File: src/rtl/maxpool_stream.sv
// maxpool_stream: streaming POOLxPOOL (stride POOL) signed max-pool over a
// raster-order feature map of CHANNELS parallel lanes, with valid/ready on
// both sides and a single registered output stage.
// Build option: define MAXPOOL_RELU_EN to clamp each pooled lane at zero
// (ReLU fused after pooling). Without it, raw signed maxima are emitted.

module maxpool_stream #(
  parameter int DATA_W   = 8,
  parameter int IMG_W    = 28,
  parameter int IMG_H    = 28,
  parameter int POOL     = 2,
  parameter int CHANNELS = 1
) (
  input  logic                         clk,
  input  logic                         rst,
  input  logic                         in_valid,
  output logic                         in_ready,
  input  logic [CHANNELS*DATA_W-1:0]   in_data,
  output logic                         out_valid,
  input  logic                         out_ready,
  output logic [CHANNELS*DATA_W-1:0]   out_data,
  output logic                         out_last
);

  localparam int VW  = CHANNELS * DATA_W;
  localparam int GW  = IMG_W / POOL;
  localparam int CW  = (IMG_W > 1) ? $clog2(IMG_W) : 1;
  localparam int RW  = (IMG_H > 1) ? $clog2(IMG_H) : 1;
  localparam int PW  = (POOL > 1) ? $clog2(POOL) : 1;
  localparam int GXW = (GW > 1) ? $clog2(GW) : 1;
  localparam logic [DATA_W-1:0] LANE_MIN = {1'b1, {(DATA_W-1){1'b0}}};
  localparam logic [VW-1:0]     VEC_MIN  = {CHANNELS{LANE_MIN}};

  if ((IMG_W % POOL) != 0) begin : g_chk_w
    $error("maxpool_stream: IMG_W must be a multiple of POOL");
  end
  if ((IMG_H % POOL) != 0) begin : g_chk_h
    $error("maxpool_stream: IMG_H must be a multiple of POOL");
  end
  if ((POOL < 2) || (POOL > 4)) begin : g_chk_p
    $error("maxpool_stream: POOL must be in 2..4");
  end

  // Per-lane signed maximum of two packed pixels.
  function automatic logic [VW-1:0] vec_max(input logic [VW-1:0] a, input logic [VW-1:0] b);
    logic [VW-1:0] m;
    m = a;
    for (int c = 0; c < CHANNELS; c++) begin
      if ($signed(b[c*DATA_W +: DATA_W]) > $signed(a[c*DATA_W +: DATA_W])) begin
        m[c*DATA_W +: DATA_W] = b[c*DATA_W +: DATA_W];
      end else begin
        m[c*DATA_W +: DATA_W] = a[c*DATA_W +: DATA_W];
      end
    end
    return m;
  endfunction

  logic [CW-1:0]  col_r, col_nxt_s;
  logic [RW-1:0]  row_r, row_nxt_s;
  logic [PW-1:0]  cx_r, cx_nxt_s;
  logic [PW-1:0]  ry_r, ry_nxt_s;
  logic [GXW-1:0] gx_r, gx_nxt_s;
  logic [VW-1:0]  hmax_r;
  logic [VW-1:0]  acc_r [GW];
  logic [VW-1:0]  out_data_r;
  logic           out_valid_r;
  logic           out_last_r;

  logic           accept_s;
  logic           col_end_s;
  logic           win_done_s;
  logic           frame_end_s;
  logic [VW-1:0]  h_s;
  logic [VW-1:0]  acc_rd_s;
  logic [VW-1:0]  acc_new_s;
  logic [VW-1:0]  load_s;

  assign in_ready    = !out_valid_r || out_ready;
  assign accept_s    = in_valid && in_ready;
  assign col_end_s   = (cx_r == PW'(POOL-1));
  assign win_done_s  = accept_s && col_end_s && (ry_r == PW'(POOL-1));
  assign frame_end_s = (col_r == CW'(IMG_W-1)) && (row_r == RW'(IMG_H-1));

  // On the last row of a band acc_new_s is exactly the finished window max.
  assign h_s       = vec_max(hmax_r, in_data);
  assign acc_rd_s  = acc_r[gx_r];
  assign acc_new_s = (ry_r == {PW{1'b0}}) ? h_s : vec_max(acc_rd_s, h_s);

`ifdef MAXPOOL_RELU_EN
  // Clamp each lane at zero; a set sign bit means a negative maximum.
  function automatic logic [VW-1:0] vec_relu(input logic [VW-1:0] v);
    logic [VW-1:0] r;
    r = v;
    for (int c = 0; c < CHANNELS; c++) begin
      if (v[c*DATA_W + DATA_W - 1]) begin
        r[c*DATA_W +: DATA_W] = {DATA_W{1'b0}};
      end else begin
        r[c*DATA_W +: DATA_W] = v[c*DATA_W +: DATA_W];
      end
    end
    return r;
  endfunction
  assign load_s = vec_relu(acc_new_s);
`else
  assign load_s = acc_new_s;
`endif

  // Raster position advance on each accepted pixel, wrapping at frame end.
  always_comb begin
    col_nxt_s = col_r;
    row_nxt_s = row_r;
    cx_nxt_s  = cx_r;
    ry_nxt_s  = ry_r;
    gx_nxt_s  = gx_r;
    if (accept_s) begin
      if (col_r == CW'(IMG_W-1)) begin
        col_nxt_s = {CW{1'b0}};
        cx_nxt_s  = {PW{1'b0}};
        gx_nxt_s  = {GXW{1'b0}};
        if (row_r == RW'(IMG_H-1)) begin
          row_nxt_s = {RW{1'b0}};
          ry_nxt_s  = {PW{1'b0}};
        end else begin
          row_nxt_s = row_r + RW'(1);
          ry_nxt_s  = (ry_r == PW'(POOL-1)) ? {PW{1'b0}} : ry_r + PW'(1);
        end
      end else begin
        col_nxt_s = col_r + CW'(1);
        if (col_end_s) begin
          cx_nxt_s = {PW{1'b0}};
          gx_nxt_s = gx_r + GXW'(1);
        end else begin
          cx_nxt_s = cx_r + PW'(1);
        end
      end
    end else begin
      col_nxt_s = col_r;
    end
  end

  // Pixel-path state: counters, horizontal running max and partial-row buffer.
  always_ff @(posedge clk) begin
    if (rst) begin
      col_r  <= {CW{1'b0}};
      row_r  <= {RW{1'b0}};
      cx_r   <= {PW{1'b0}};
      ry_r   <= {PW{1'b0}};
      gx_r   <= {GXW{1'b0}};
      hmax_r <= VEC_MIN;
      for (int i = 0; i < GW; i++) begin
        acc_r[i] <= VEC_MIN;
      end
    end else if (accept_s) begin
      col_r  <= col_nxt_s;
      row_r  <= row_nxt_s;
      cx_r   <= cx_nxt_s;
      ry_r   <= ry_nxt_s;
      gx_r   <= gx_nxt_s;
      hmax_r <= (cx_r == {PW{1'b0}}) ? in_data : h_s;
      if (col_end_s) begin
        acc_r[gx_r] <= acc_new_s;
      end
    end
  end

  // Output stage: load on window completion (wins over drain), else drain.
  always_ff @(posedge clk) begin
    if (rst) begin
      out_valid_r <= 1'b0;
      out_last_r  <= 1'b0;
      out_data_r  <= VEC_MIN;
    end else if (win_done_s) begin
      out_valid_r <= 1'b1;
      out_last_r  <= frame_end_s;
      out_data_r  <= load_s;
    end else if (out_valid_r && out_ready) begin
      out_valid_r <= 1'b0;
      out_last_r  <= 1'b0;
    end
  end

  assign out_valid = out_valid_r;
  assign out_data  = out_data_r;
  assign out_last  = out_last_r;

endmodule

File: config.mk
export PLATFORM = sky130hd
export DESIGN_NAME = maxpool_stream
export DESIGN_NICKNAME = d
export VERILOG_FILES = /design/src/rtl/maxpool_stream.sv
export SDC_FILE = /design/constraint.sdc
export NUM_CORES = 1
export LEC_CHECK = 0
export ABC_AREA = 1
export ABC_CLOCK_PERIOD_IN_PS = 3300
export CORE_MARGIN = 2
export CORE_UTILIZATION = 40
export DETAILED_ROUTE_END_ITERATION = 10
export GPL_TIMING_DRIVEN = 0
export PLACE_DENSITY = 0.64
export SLEW_MARGIN = 20
export SYNTH_ARGS = -nofsm -noshare
export SYNTH_HDL_FRONTEND = slang
export SYNTH_SLANG_ARGS = --single-unit
File: constraint.sdc
create_clock -name clk -period 3.3 [get_ports clk]
set_clock_uncertainty 0.2 [all_clocks]
set_input_delay 0.33 -clock clk [delete_from_list [all_inputs] [get_ports clk]]
set_output_delay 0.33 -clock clk [all_outputs]
set_load 0.03 [all_outputs]
==> impl_results.html, run 1 <==
<table>
<tr><th>Metric</th><th>Value</th></tr>
<tr><th colspan="2">Status</th></tr>
<tr><td>Outcome</td><td>finished with violations</td></tr>
<tr><td>Violated checks</td><td>setup timing</td></tr>
<tr><th colspan="2">Clock network</th></tr>
<tr><td>H-tree Lvls</td><td>4</td></tr>
<tr><td>Clk root buf</td><td>sky130_fd_sc_hd__clkbuf_16</td></tr>
<tr><td>CTS sink cnt</td><td>166</td></tr>
<tr><td>Buffer depth of the longest clock path</td><td>2</td></tr>
<tr><td>Number of buffers inserted by hold repair at cts</td><td>0</td></tr>
<tr><td>Clock latency on the worst-skew pair</td><td>440 ps</td></tr>
<tr><td>Clock buffers created by TritonCTS</td><td>17</td></tr>
<tr><td>Clock transition time at the flip-flop clock pins of the worst setup and hold paths</td><td>70 ps</td></tr>
<tr><td>Clock tree from TritonCTS</td><td>yes</td></tr>
<tr><th colspan="2">Timing</th></tr>
<tr><td>Hold Slack</td><td>around 110 ps</td></tr>
<tr><td>Final Worst Setup Slack</td><td>-314 ps</td></tr>
<tr><td>Ratio of final minimum period to clock period</td><td>1.10</td></tr>
<tr><td>Max transition margin</td><td>0.468</td></tr>
<tr><td>Final number of max-transition violations</td><td>0</td></tr>
<tr><td>Pin slew with the least headroom to its limit</td><td>~800 ps</td></tr>
<tr><td>Number of endpoints with negative hold slack in the final report</td><td>0</td></tr>
<tr><td>Peak clock frequency supported by timing</td><td>277 MHz</td></tr>
<tr><td>Setup repair after global routing missed its margin</td><td>yes</td></tr>
<tr><td>Time the worst path needs with I/O delays and setup</td><td>3610 ps</td></tr>
<tr><td>Final number of setup-violating endpoints</td><td>134</td></tr>
<tr><th colspan="2">Global route</th></tr>
<tr><td>Wire length of the first global-routing pass</td><td>38600 um</td></tr>
<tr><td>Pin count of the biggest net entering global routing</td><td>17</td></tr>
<tr><td>GRT Util Overall</td><td>0.232</td></tr>
<tr><td>Number of antenna violations at the first check in global routing</td><td>0</td></tr>
<tr><td>Via count of the first global-routing pass</td><td>6775</td></tr>
<tr><td>Overflow after GRT</td><td>0</td></tr>
<tr><th colspan="2">Critical path</th></tr>
<tr><td>Critical path peak fanout</td><td>8</td></tr>
<tr><td>Setup slack on the worst flop-to-flop path</td><td>-310 ps</td></tr>
<tr><td>Cell seen most often among critical-path stages</td><td>sky130_fd_sc_hd__nand2_4</td></tr>
<tr><td>Slowest stage cell on the critical path</td><td>sky130_fd_sc_hd__dfxtp_2</td></tr>
<tr><td>Data required time of the critical path</td><td>~3300 ps</td></tr>
<tr><td>Kind of start point of the critical path</td><td>flop</td></tr>
<tr><td>Startpoint of the most critical register-to-register path</td><td>hmax_r[7]</td></tr>
<tr><td>CP peak stage delay</td><td>330 ps</td></tr>
<tr><td>Family with the most delay on the worst path</td><td>simple AND/OR/NAND/NOR gates</td></tr>
<tr><td>Worst Reg2Reg Path Length in Cells</td><td>25</td></tr>
<tr><td>Crit. End Element</td><td>flop</td></tr>
<tr><td>Worst R2R End</td><td>acc_r[3][6]</td></tr>
<tr><td>Setup Crit Path Kind</td><td>reg -&gt; reg</td></tr>
<tr><td>Worst Path Arrival</td><td>3610 ps</td></tr>
<tr><td>Crit path buf inv count</td><td>7</td></tr>
<tr><th colspan="2">Synthesis</th></tr>
<tr><td>Cell area after synthesis</td><td>8460 sq um</td></tr>
<tr><td>Cell count after synthesis</td><td>948</td></tr>
<tr><td>Average instance area after synthesis</td><td>8.92 sq um</td></tr>
<tr><td>Top FF cell, synth</td><td>sky130_fd_sc_hd__edfxtp_1</td></tr>
<tr><td>Post-synthesis net count</td><td>982</td></tr>
<tr><td>Yosys warning count</td><td>0</td></tr>
<tr><td>Number of library cell types mapped by synthesis</td><td>35</td></tr>
<tr><td>Count of state elements after synthesis</td><td>166</td></tr>
<tr><td>Fraction of the yosys area taken by sequential cells</td><td>0.544</td></tr>
<tr><td>Share of synthesized flip-flops with an asynchronous set or reset</td><td>0</td></tr>
<tr><td>Number of enable-type register cells in the synthesized netlist</td><td>~130</td></tr>
<tr><th colspan="2">Route</th></tr>
<tr><td>Average wire length per cell after detail routing</td><td>20.2 um</td></tr>
<tr><td>Detailed-route DRC error count</td><td>0</td></tr>
<tr><td>Vias after detailed routing</td><td>around 7400</td></tr>
<tr><td>Vias per cell</td><td>5.48</td></tr>
<tr><td>Count of TritonRoute iterations in the first routing pass</td><td>5</td></tr>
<tr><td>Overall routed net length</td><td>between 20000 and 30000 um</td></tr>
<tr><td>Count of antenna-violating nets left after detailed routing</td><td>0</td></tr>
<tr><td>1st-iter DRT viols</td><td>768</td></tr>
<tr><th colspan="2">Cells and area</th></tr>
<tr><td>Final design utilization</td><td>0.540</td></tr>
<tr><td>Number of antenna repair diodes</td><td>0</td></tr>
<tr><td>Growth of design area from synthesis to finish</td><td>33.3%</td></tr>
<tr><td>Share of layout cells above drive strength 1</td><td>0.297</td></tr>
<tr><td>Highest-count cells in the layout ignoring fill and taps</td><td>128 x sky130_fd_sc_hd__edfxtp_1, 126 x sky130_fd_sc_hd__inv_1, 109 x sky130_fd_sc_hd__nand2_1</td></tr>
<tr><td>Number of nets at the end of the flow</td><td>1092</td></tr>
<tr><td>Commonest non-fill, non-tap cell in the layout</td><td>sky130_fd_sc_hd__edfxtp_1</td></tr>
<tr><td>Layout fillers</td><td>1836</td></tr>
<tr><td>Cell Count, Final, Fillers Out</td><td>between 1000 and 1500</td></tr>
<tr><th colspan="2">Placement</th></tr>
<tr><td>Global placement routability congestion</td><td>between 0.9 and 1</td></tr>
<tr><td>Number of buffers added on ports</td><td>21</td></tr>
<tr><td># placed instances</td><td>1244</td></tr>
<tr><td>Post-detail-place hpwl</td><td>approximately 17000 um</td></tr>
<tr><th colspan="2">Floorplan</th></tr>
<tr><td>Placeable core region</td><td>20900 sq um</td></tr>
<tr><td>Die Span Y</td><td>149 um</td></tr>
<tr><td>Initial standard-cell utilization of the core</td><td>0.405</td></tr>
<tr><td># rows</td><td>53</td></tr>
<tr><td>Die outline area</td><td>22300 sq um</td></tr>
<tr><td>Die X</td><td>around 150 um</td></tr>
<tr><td>Number of ports placed on the die boundary</td><td>23</td></tr>
<tr><th colspan="2">Worst hold path</th></tr>
<tr><td>Hold Crit Start</td><td>rst</td></tr>
<tr><td>Hold Path End</td><td>col_r[2]</td></tr>
<tr><td>Cell depth of the worst hold path</td><td>2</td></tr>
<tr><td>Path class of the lowest-slack min-delay path</td><td>in -&gt; reg</td></tr>
<tr><th colspan="2">Power</th></tr>
<tr><td>Static power due to leakage</td><td>0.00443 uW</td></tr>
<tr><td>Power density normalized to cell area</td><td>527 nW/um^2</td></tr>
<tr><td>Peak ir drop on the vdd network</td><td>just over 0.0004 V</td></tr>
<tr><th colspan="2">Flow run</th></tr>
<tr><td>Max_cap viols</td><td>0</td></tr>
</table>
-- state kept, by name, summed over array words and instances (netlist names), 4 cells and up, named ones only --
name and cells:
out_data 8, row_r 5, col_r 5, acc_r 128
hmax_r 8, gx_r 4
-- kinds of logic after synthesis --
kind of cell	Yosys count	synth area share
and+or+nand+nor	410	0.217
buffers and inverters	200	0.104
DFF	166	0.544
AOI/OAI and AO/OA	148	0.0999
adders and majority gates	22	0.0325
xor gates and xnor gates	2	0.00207
-- routing by layer --
metal,part of all wire,global-route usage,up-vias
met1,0.39,0.300,3465
met2,0.47,0.383,403
met3,0.090,0.0555,111
met4,0.056,0.0790,0
met5,0,0,-
li1,-,-,3380
-- worst max path at each step --
stage | start | endpoint | slack [ps] | cells past startpoint
global placement | in_data[7] | acc_r[0][3] | -1040 | 23
finish | hmax_r[7] | acc_r[3][6] | -310 | 25
floorplan | hmax_r[5] | acc_r[12][3] | 10 | 24
global route | hmax_r[7] | acc_r[3][6] | -440 | 25
detailed placement | in_data[5] | acc_r[5][3] | -1090 | 24
CTS | hmax_r[4] | acc_r[0][6] | -190 | 24
-- per-stage QoR --
step	TNS (ps)	worst slack, ps	cell area (sq um)	total power (uW)
6_report	-32720	-314	11300	5950
5_1_grt	-49620	-444	11300	6090
4_1_cts	-14270	-188	10400	5490
3_5_place_dp	-119770	-1090	9050	3240
3_3_place_gp	-115720	-1040	9050	3220
2_1_floorplan	0	12.8	8490	2950
-- power by group --
group / internal, uW / switching, uW / total (uW)
registers: 2320 / 22.2 / 2340
logic: 724 / 996 / 1720
clock network: 1020 / 862 / 1890
total: 4070 / 1880 / 5950
-- synthesized netlist by cell type, types with 7 or more instances --
cell type,instances,area [sq um]
sky130_fd_sc_hd__a21oi_1,63,315
sky130_fd_sc_hd__buf_2,18,90.1
sky130_fd_sc_hd__buf_4,13,97.6
sky130_fd_sc_hd__clkbuf_1,8,30.0
sky130_fd_sc_hd__dfxtp_1,38,761
sky130_fd_sc_hd__edfxtp_1,128,3840
sky130_fd_sc_hd__ha_1,22,275
sky130_fd_sc_hd__inv_1,140,526
sky130_fd_sc_hd__inv_2,12,45.0
sky130_fd_sc_hd__nand2_1,141,529
sky130_fd_sc_hd__nand3_1,85,425
sky130_fd_sc_hd__nand4_1,20,125
sky130_fd_sc_hd__nor2_1,134,503
sky130_fd_sc_hd__o211ai_1,32,240
sky130_fd_sc_hd__o21a_1,7,52.6
sky130_fd_sc_hd__o21ai_0,43,215
-- layout make-up --
type / instances / area, sq um / share of cell area
well taps: 275 / 344 / 0.0305
flip-flops and latches: 166 / 4610 / 0.409
clock buffers: 17 / 425 / 0.0377
plain buffers: 45 / 423 / 0.0375
repair buffers: 91 / 941 / 0.0835
multi-input cells: 583 / 3780 / 0.336
inverters: 154 / 636 / 0.0564
clock inverters: 13 / 109 / 0.00966
-- repair_timing --
action | 4_1_cts | 5_1_grt
pin swaps | 19 | 37
cloned | 3 | 6
buffers inserted | 44 | 19
endpoints found under the setup margin | 136 | 136
gates resized for setup | 111 | 171
Note: power is estimated with default switching activity, not from simulation.
==> run 2, diff against run 1 <==
- ABC_AREA: 1 -> not set
==> impl_results.html, run 2 <==
<table>
<tr><th>Metric</th><th>Value</th></tr>
<tr><th colspan="2">Status</th></tr>
<tr><td>Outcome</td><td>finished with violations</td></tr>
<tr><td>Violated checks</td><td>setup timing</td></tr>
<tr><th colspan="2">Power</th></tr>
<tr><td>Switch share</td><td>0.263 (-0.0530)</td></tr>
<tr><td>Reported net switching power</td><td>1420 uW (-25%)</td></tr>
<tr><td>Static power due to leakage</td><td>0.00390 uW (-12%)</td></tr>
<tr><td>Logic gate share of total power</td><td>0.202 (-0.087)</td></tr>
<tr><td>Power density normalized to cell area</td><td>487 nW/um^2 (-7.6%)</td></tr>
<tr><td>Peak ir drop on the vdd network</td><td>0.000281 V (-31%)</td></tr>
<tr><td>Clock share of power</td><td>0.364 (+0.047)</td></tr>
<tr><td>Int Power</td><td>3960 uW (-2.5%)</td></tr>
<tr><td>Sequential power share</td><td>0.433 (+0.040)</td></tr>
<tr><th colspan="2">Timing</th></tr>
<tr><td>Max transition margin</td><td>0.295 (-0.173)</td></tr>
<tr><td>Setup repair after global routing missed its margin</td><td>yes</td></tr>
<tr><td>Final number of max-transition violations</td><td>0 (unchanged)</td></tr>
<tr><td>Ratio of final minimum period to clock period</td><td>1.25 (+0.159)</td></tr>
<tr><td>Setup TNS</td><td>-100130 ps (-67410 ps)</td></tr>
<tr><td>Pin slew with the least headroom to its limit</td><td>1060 ps (+260 ps)</td></tr>
<tr><td>Number of endpoints with negative hold slack in the final report</td><td>0 (unchanged)</td></tr>
<tr><td>Hold Slack</td><td>64.8 ps (-49.4 ps)</td></tr>
<tr><td>Final number of setup-violating endpoints</td><td>136 (+1.5%)</td></tr>
<tr><td>Final Worst Setup Slack</td><td>-840 ps (-526 ps)</td></tr>
<tr><td>Peak clock frequency supported by timing</td><td>242 MHz (-13%)</td></tr>
<tr><td>Time the worst path needs with I/O delays and setup</td><td>4140 ps (+526 ps)</td></tr>
<tr><th colspan="2">Critical path</th></tr>
<tr><td>Critical path launch point</td><td>hmax_r[4]</td></tr>
<tr><td>Data required time of the critical path</td><td>3270 ps (-20 ps)</td></tr>
<tr><td>CP peak stage delay</td><td>370 ps (+40 ps)</td></tr>
<tr><td>Startpoint of the most critical register-to-register path</td><td>hmax_r[4]</td></tr>
<tr><td>Cells traversed along the worst timing path</td><td>inv_1, ha_1, nand4_1, buf_4, o221ai_4, clkbuf_8, buf_4, a21boi_4, nor2_2, inv_1, ha_4, nand4_1, nor2_2, a311o_1, and3_4, buf_6, o31ai_4, buf_6, clkbuf_16, nor2_1</td></tr>
<tr><td>Worst Path Arrival</td><td>4110 ps (+500 ps)</td></tr>
<tr><td>Setup Crit Path Kind</td><td>reg -&gt; reg</td></tr>
<tr><td>Slowest stage cell on the critical path</td><td>sky130_fd_sc_hd__a311o_1</td></tr>
<tr><td>Critical path peak fanout</td><td>6 (-2)</td></tr>
<tr><td>Crit. End Element</td><td>flop</td></tr>
<tr><td>Kind of start point of the critical path</td><td>flop</td></tr>
<tr><th colspan="2">Clock network</th></tr>
<tr><td>Clock latency on the worst-skew pair</td><td>440 ps (about the same)</td></tr>
<tr><td>H-tree Lvls</td><td>4 (unchanged)</td></tr>
<tr><td>Clk root buf</td><td>sky130_fd_sc_hd__clkbuf_16</td></tr>
<tr><td>Clock tree from TritonCTS</td><td>yes</td></tr>
<tr><td>Buffer depth of the longest clock path</td><td>2 (unchanged)</td></tr>
<tr><td>CTS sink cnt</td><td>166 (unchanged)</td></tr>
<tr><td>Clock buffers created by TritonCTS</td><td>17 (unchanged)</td></tr>
<tr><td>Clock transition time at the flip-flop clock pins of the worst setup and hold paths</td><td>70 ps (about the same)</td></tr>
<tr><th colspan="2">Synthesis</th></tr>
<tr><td>Yosys warning count</td><td>0 (unchanged)</td></tr>
<tr><td>Most used standard cell by instance count after synthesis</td><td>sky130_fd_sc_hd__edfxtp_1</td></tr>
<tr><td>Post-synthesis net count</td><td>660 (-33%)</td></tr>
<tr><td>Share of synthesized flip-flops with an asynchronous set or reset</td><td>0 (unchanged)</td></tr>
<tr><td>Top FF cell, synth</td><td>sky130_fd_sc_hd__edfxtp_1</td></tr>
<tr><td>Cell area after synthesis</td><td>8050 sq um (-4.8%)</td></tr>
<tr><td>Average instance area after synthesis</td><td>12.9 sq um (+44%)</td></tr>
<tr><td>Area fraction of the dominant cell type after synthesis</td><td>0.477 (+0.0230)</td></tr>
<tr><td>List of most frequent post-synthesis cells</td><td>128 x sky130_fd_sc_hd__edfxtp_1, 119 x sky130_fd_sc_hd__nor2_1, 38 x sky130_fd_sc_hd__dfxtp_1, 32 x sky130_fd_sc_hd__mux4_2, 29 x sky130_fd_sc_hd__nand2_1</td></tr>
<tr><td>Number of enable-type register cells in the synthesized netlist</td><td>128 (unchanged)</td></tr>
<tr><td>Cell accounting for the most synthesized area</td><td>sky130_fd_sc_hd__edfxtp_1</td></tr>
<tr><td>Cell count after synthesis</td><td>626 (-34%)</td></tr>
<tr><td>Fraction of the yosys area taken by sequential cells</td><td>0.572 (+0.0276)</td></tr>
<tr><td>Number of library cell types mapped by synthesis</td><td>53 (+51%)</td></tr>
<tr><td>Count of state elements after synthesis</td><td>166 (unchanged)</td></tr>
<tr><td>Leading post-synthesis cells by cell area</td><td>sky130_fd_sc_hd__edfxtp_1 48%, sky130_fd_sc_hd__dfxtp_1 9.4%, sky130_fd_sc_hd__mux4_2 9.0%</td></tr>
<tr><th colspan="2">Worst hold path</th></tr>
<tr><td>Hold Crit Start</td><td>in_data[4]</td></tr>
<tr><td>Path class of the lowest-slack min-delay path</td><td>in -&gt; reg</td></tr>
<tr><th colspan="2">Floorplan</th></tr>
<tr><td>Initial standard-cell utilization of the core</td><td>0.411 (+0.00602)</td></tr>
<tr><td>Die X</td><td>146 um (-2.4%)</td></tr>
<tr><td>Die Span Y</td><td>146 um (-2.4%)</td></tr>
<tr><td>Placeable core region</td><td>19600 sq um (-6.2%)</td></tr>
<tr><td># rows</td><td>51 (-3.8%)</td></tr>
<tr><td>Number of ports placed on the die boundary</td><td>23 (unchanged)</td></tr>
<tr><td>Die outline area</td><td>21300 sq um (-4.7%)</td></tr>
<tr><th colspan="2">Global route</th></tr>
<tr><td>Overflow after GRT</td><td>0 (unchanged)</td></tr>
<tr><td>GRT Util Overall</td><td>0.211 (-0.0213)</td></tr>
<tr><td>Via count of the first global-routing pass</td><td>5799 (-14%)</td></tr>
<tr><td>Wire length of the first global-routing pass</td><td>33300 um (-14%)</td></tr>
<tr><td>Number of antenna violations at the first check in global routing</td><td>0 (unchanged)</td></tr>
<tr><td>Pin count of the biggest net entering global routing</td><td>17 (unchanged)</td></tr>
<tr><th colspan="2">Route</th></tr>
<tr><td>1st-iter DRT viols</td><td>611 (-20%)</td></tr>
<tr><td>Vias after detailed routing</td><td>5791 (-21%)</td></tr>
<tr><td>Vias per cell</td><td>5.66 (+3.4%)</td></tr>
<tr><td>Average wire length per cell after detail routing</td><td>22.8 um (+13%)</td></tr>
<tr><td>Count of TritonRoute iterations in the first routing pass</td><td>5 (unchanged)</td></tr>
<tr><td>Count of antenna-violating nets left after detailed routing</td><td>0 (unchanged)</td></tr>
<tr><td>Detailed-route DRC error count</td><td>0 (unchanged)</td></tr>
<tr><td>Overall routed net length</td><td>23400 um (-14%)</td></tr>
<tr><th colspan="2">Cells and area</th></tr>
<tr><td>Number of nets at the end of the flow</td><td>779 (-29%)</td></tr>
<tr><td>Register with the highest flop count</td><td>acc_r</td></tr>
<tr><td>Flip-flop count of the largest register, all copies and words added</td><td>128 (unchanged)</td></tr>
<tr><td>Number of antenna repair diodes</td><td>0 (unchanged)</td></tr>
<tr><td>Commonest non-fill, non-tap cell in the layout</td><td>sky130_fd_sc_hd__edfxtp_1</td></tr>
<tr><td>Growth of design area from synthesis to finish</td><td>37.1%</td></tr>
<tr><td>Cell Count, Final, Fillers Out</td><td>1023 (-24%)</td></tr>
<tr><td>Highest-count cells in the layout ignoring fill and taps</td><td>128 x sky130_fd_sc_hd__edfxtp_1, 51 x sky130_fd_sc_hd__nor2_1, 41 x sky130_fd_sc_hd__buf_4</td></tr>
<tr><td>Final instance area</td><td>11000 sq um (-2.1%)</td></tr>
<tr><td>Share of layout cells above drive strength 1</td><td>0.453 (+0.156)</td></tr>
<tr><th colspan="2">Placement</th></tr>
<tr><td>Standard cell area after detailed placement</td><td>8730 sq um (-3.6%)</td></tr>
<tr><td>Setup Slack @ Placement</td><td>-1500 ps (-415 ps)</td></tr>
<tr><td>Global placement routability congestion</td><td>0.823 (-14%)</td></tr>
<tr><td>Number of buffers added on ports</td><td>22 (+4.8%)</td></tr>
<tr><td>Post-detail-place hpwl</td><td>13600 um (-18%)</td></tr>
<tr><td># placed instances</td><td>913 (-27%)</td></tr>
<tr><th colspan="2">Flow run</th></tr>
<tr><td>Max_cap viols</td><td>0 (unchanged)</td></tr>
</table>
-- run 2: cell count changes in the layout (fill, tap and decap cells not counted), moves of 19 or more --
cell	previous run	this run
sky130_fd_sc_hd__nand2_4	26	0
sky130_fd_sc_hd__o211ai_1	32	3
sky130_fd_sc_hd__buf_4	60	41
sky130_fd_sc_hd__o21ai_0	43	3
sky130_fd_sc_hd__mux4_2	0	32
sky130_fd_sc_hd__nand2_1	109	22
sky130_fd_sc_hd__nand3_1	67	6
sky130_fd_sc_hd__nor2_1	78	51
sky130_fd_sc_hd__a21oi_1	60	7
sky130_fd_sc_hd__inv_1	126	19
-- run 2: final cells by class --
class                   instances  area [sq um]
plain buffers                  36           312
well taps                     265           332
flip-flops and latches        166          4610
clock buffers                  23           458
multi-input cells             386          3910
clock inverters                 9           103
repair buffers                104          1180
fillers                      1504          8550
inverters                      34           135
-- run 2: critical path: cells and delay by family (launching register included) --
kind	cells	cell delay, ps
AO/OA/AOI/OAI	4	850
AND/OR/NAND/NOR	6	800
buffers and inverters	8	1150
adder cells (fa/ha/maj)	2	520
flip-flops	1	360
-- run 2: what timing repair did --
item,4_1_cts,5_1_grt
setup buffers,52,21
resized for setup,105,163
gates cloned,5,6
pin swaps,39,35
setup endpoints to repair,136,192
hold buffers,0,0
-- run 2: path summary, 6_finish.rpt --
| kind | endpoint | slack, ps | cells past startpoint |
|---|---|---|---|
| worst min-delay path | hmax_r[4] | 60 | 3 |
| worst min register to register | col_r[1] | 280 | 2 |
| worst max register to register | acc_r[12][4] | -840 | 20 |
| worst max-delay path | acc_r[12][4] | -840 | 20 |
-- run 2: layer usage --
layer | vias to the layer above | wire length, um | track usage
li1 | 2563 | - | -
met1 | 2938 | 9350 | 0.274
met3 | 49 | 1780 | 0.0527
met5 | - | 0 | 0
met4 | 0 | 655 | 0.0681
met2 | 241 | 11600 | 0.347
-- run 2: per-stage QoR --
stage / power (uW) / util
5_1_grt: 5520 / 0.564
2_1_floorplan: 2790 / -
3_5_place_dp: 2960 / 0.445
3_3_place_gp: 2940 / 0.445
4_1_cts: 5120 / 0.520
6_report: 5380 / 0.564
-- run 2: kinds of logic (layout without fill, tap and decap cells) --
kind of cell | after synthesis | in the layout | synth area share
AO/OA/AOI/OAI | 73 | 73 | 0.0933
XOR/XNOR | 10 | 10 | 0.0109
adder cells (fa/ha/maj) | 22 | 22 | 0.0342
buffers and inverters | 74 | 206 | 0.0463
flip-flops | 166 | 166 | 0.572
multiplexers | 41 | 41 | 0.101
AND/OR/NAND/NOR | 240 | 240 | 0.143
-- run 2: power groups by stage --
stage | Sequential, uW | Combinational, uW | Clock, uW
after floorplan | 2360 | 425 | 0
after global placement | 2370 | 575 | 0
after detailed placement | 2370 | 587 | 0
after CTS | 2330 | 841 | 1950
after global routing | 2330 | 1140 | 2050
final | 2330 | 1090 | 1960
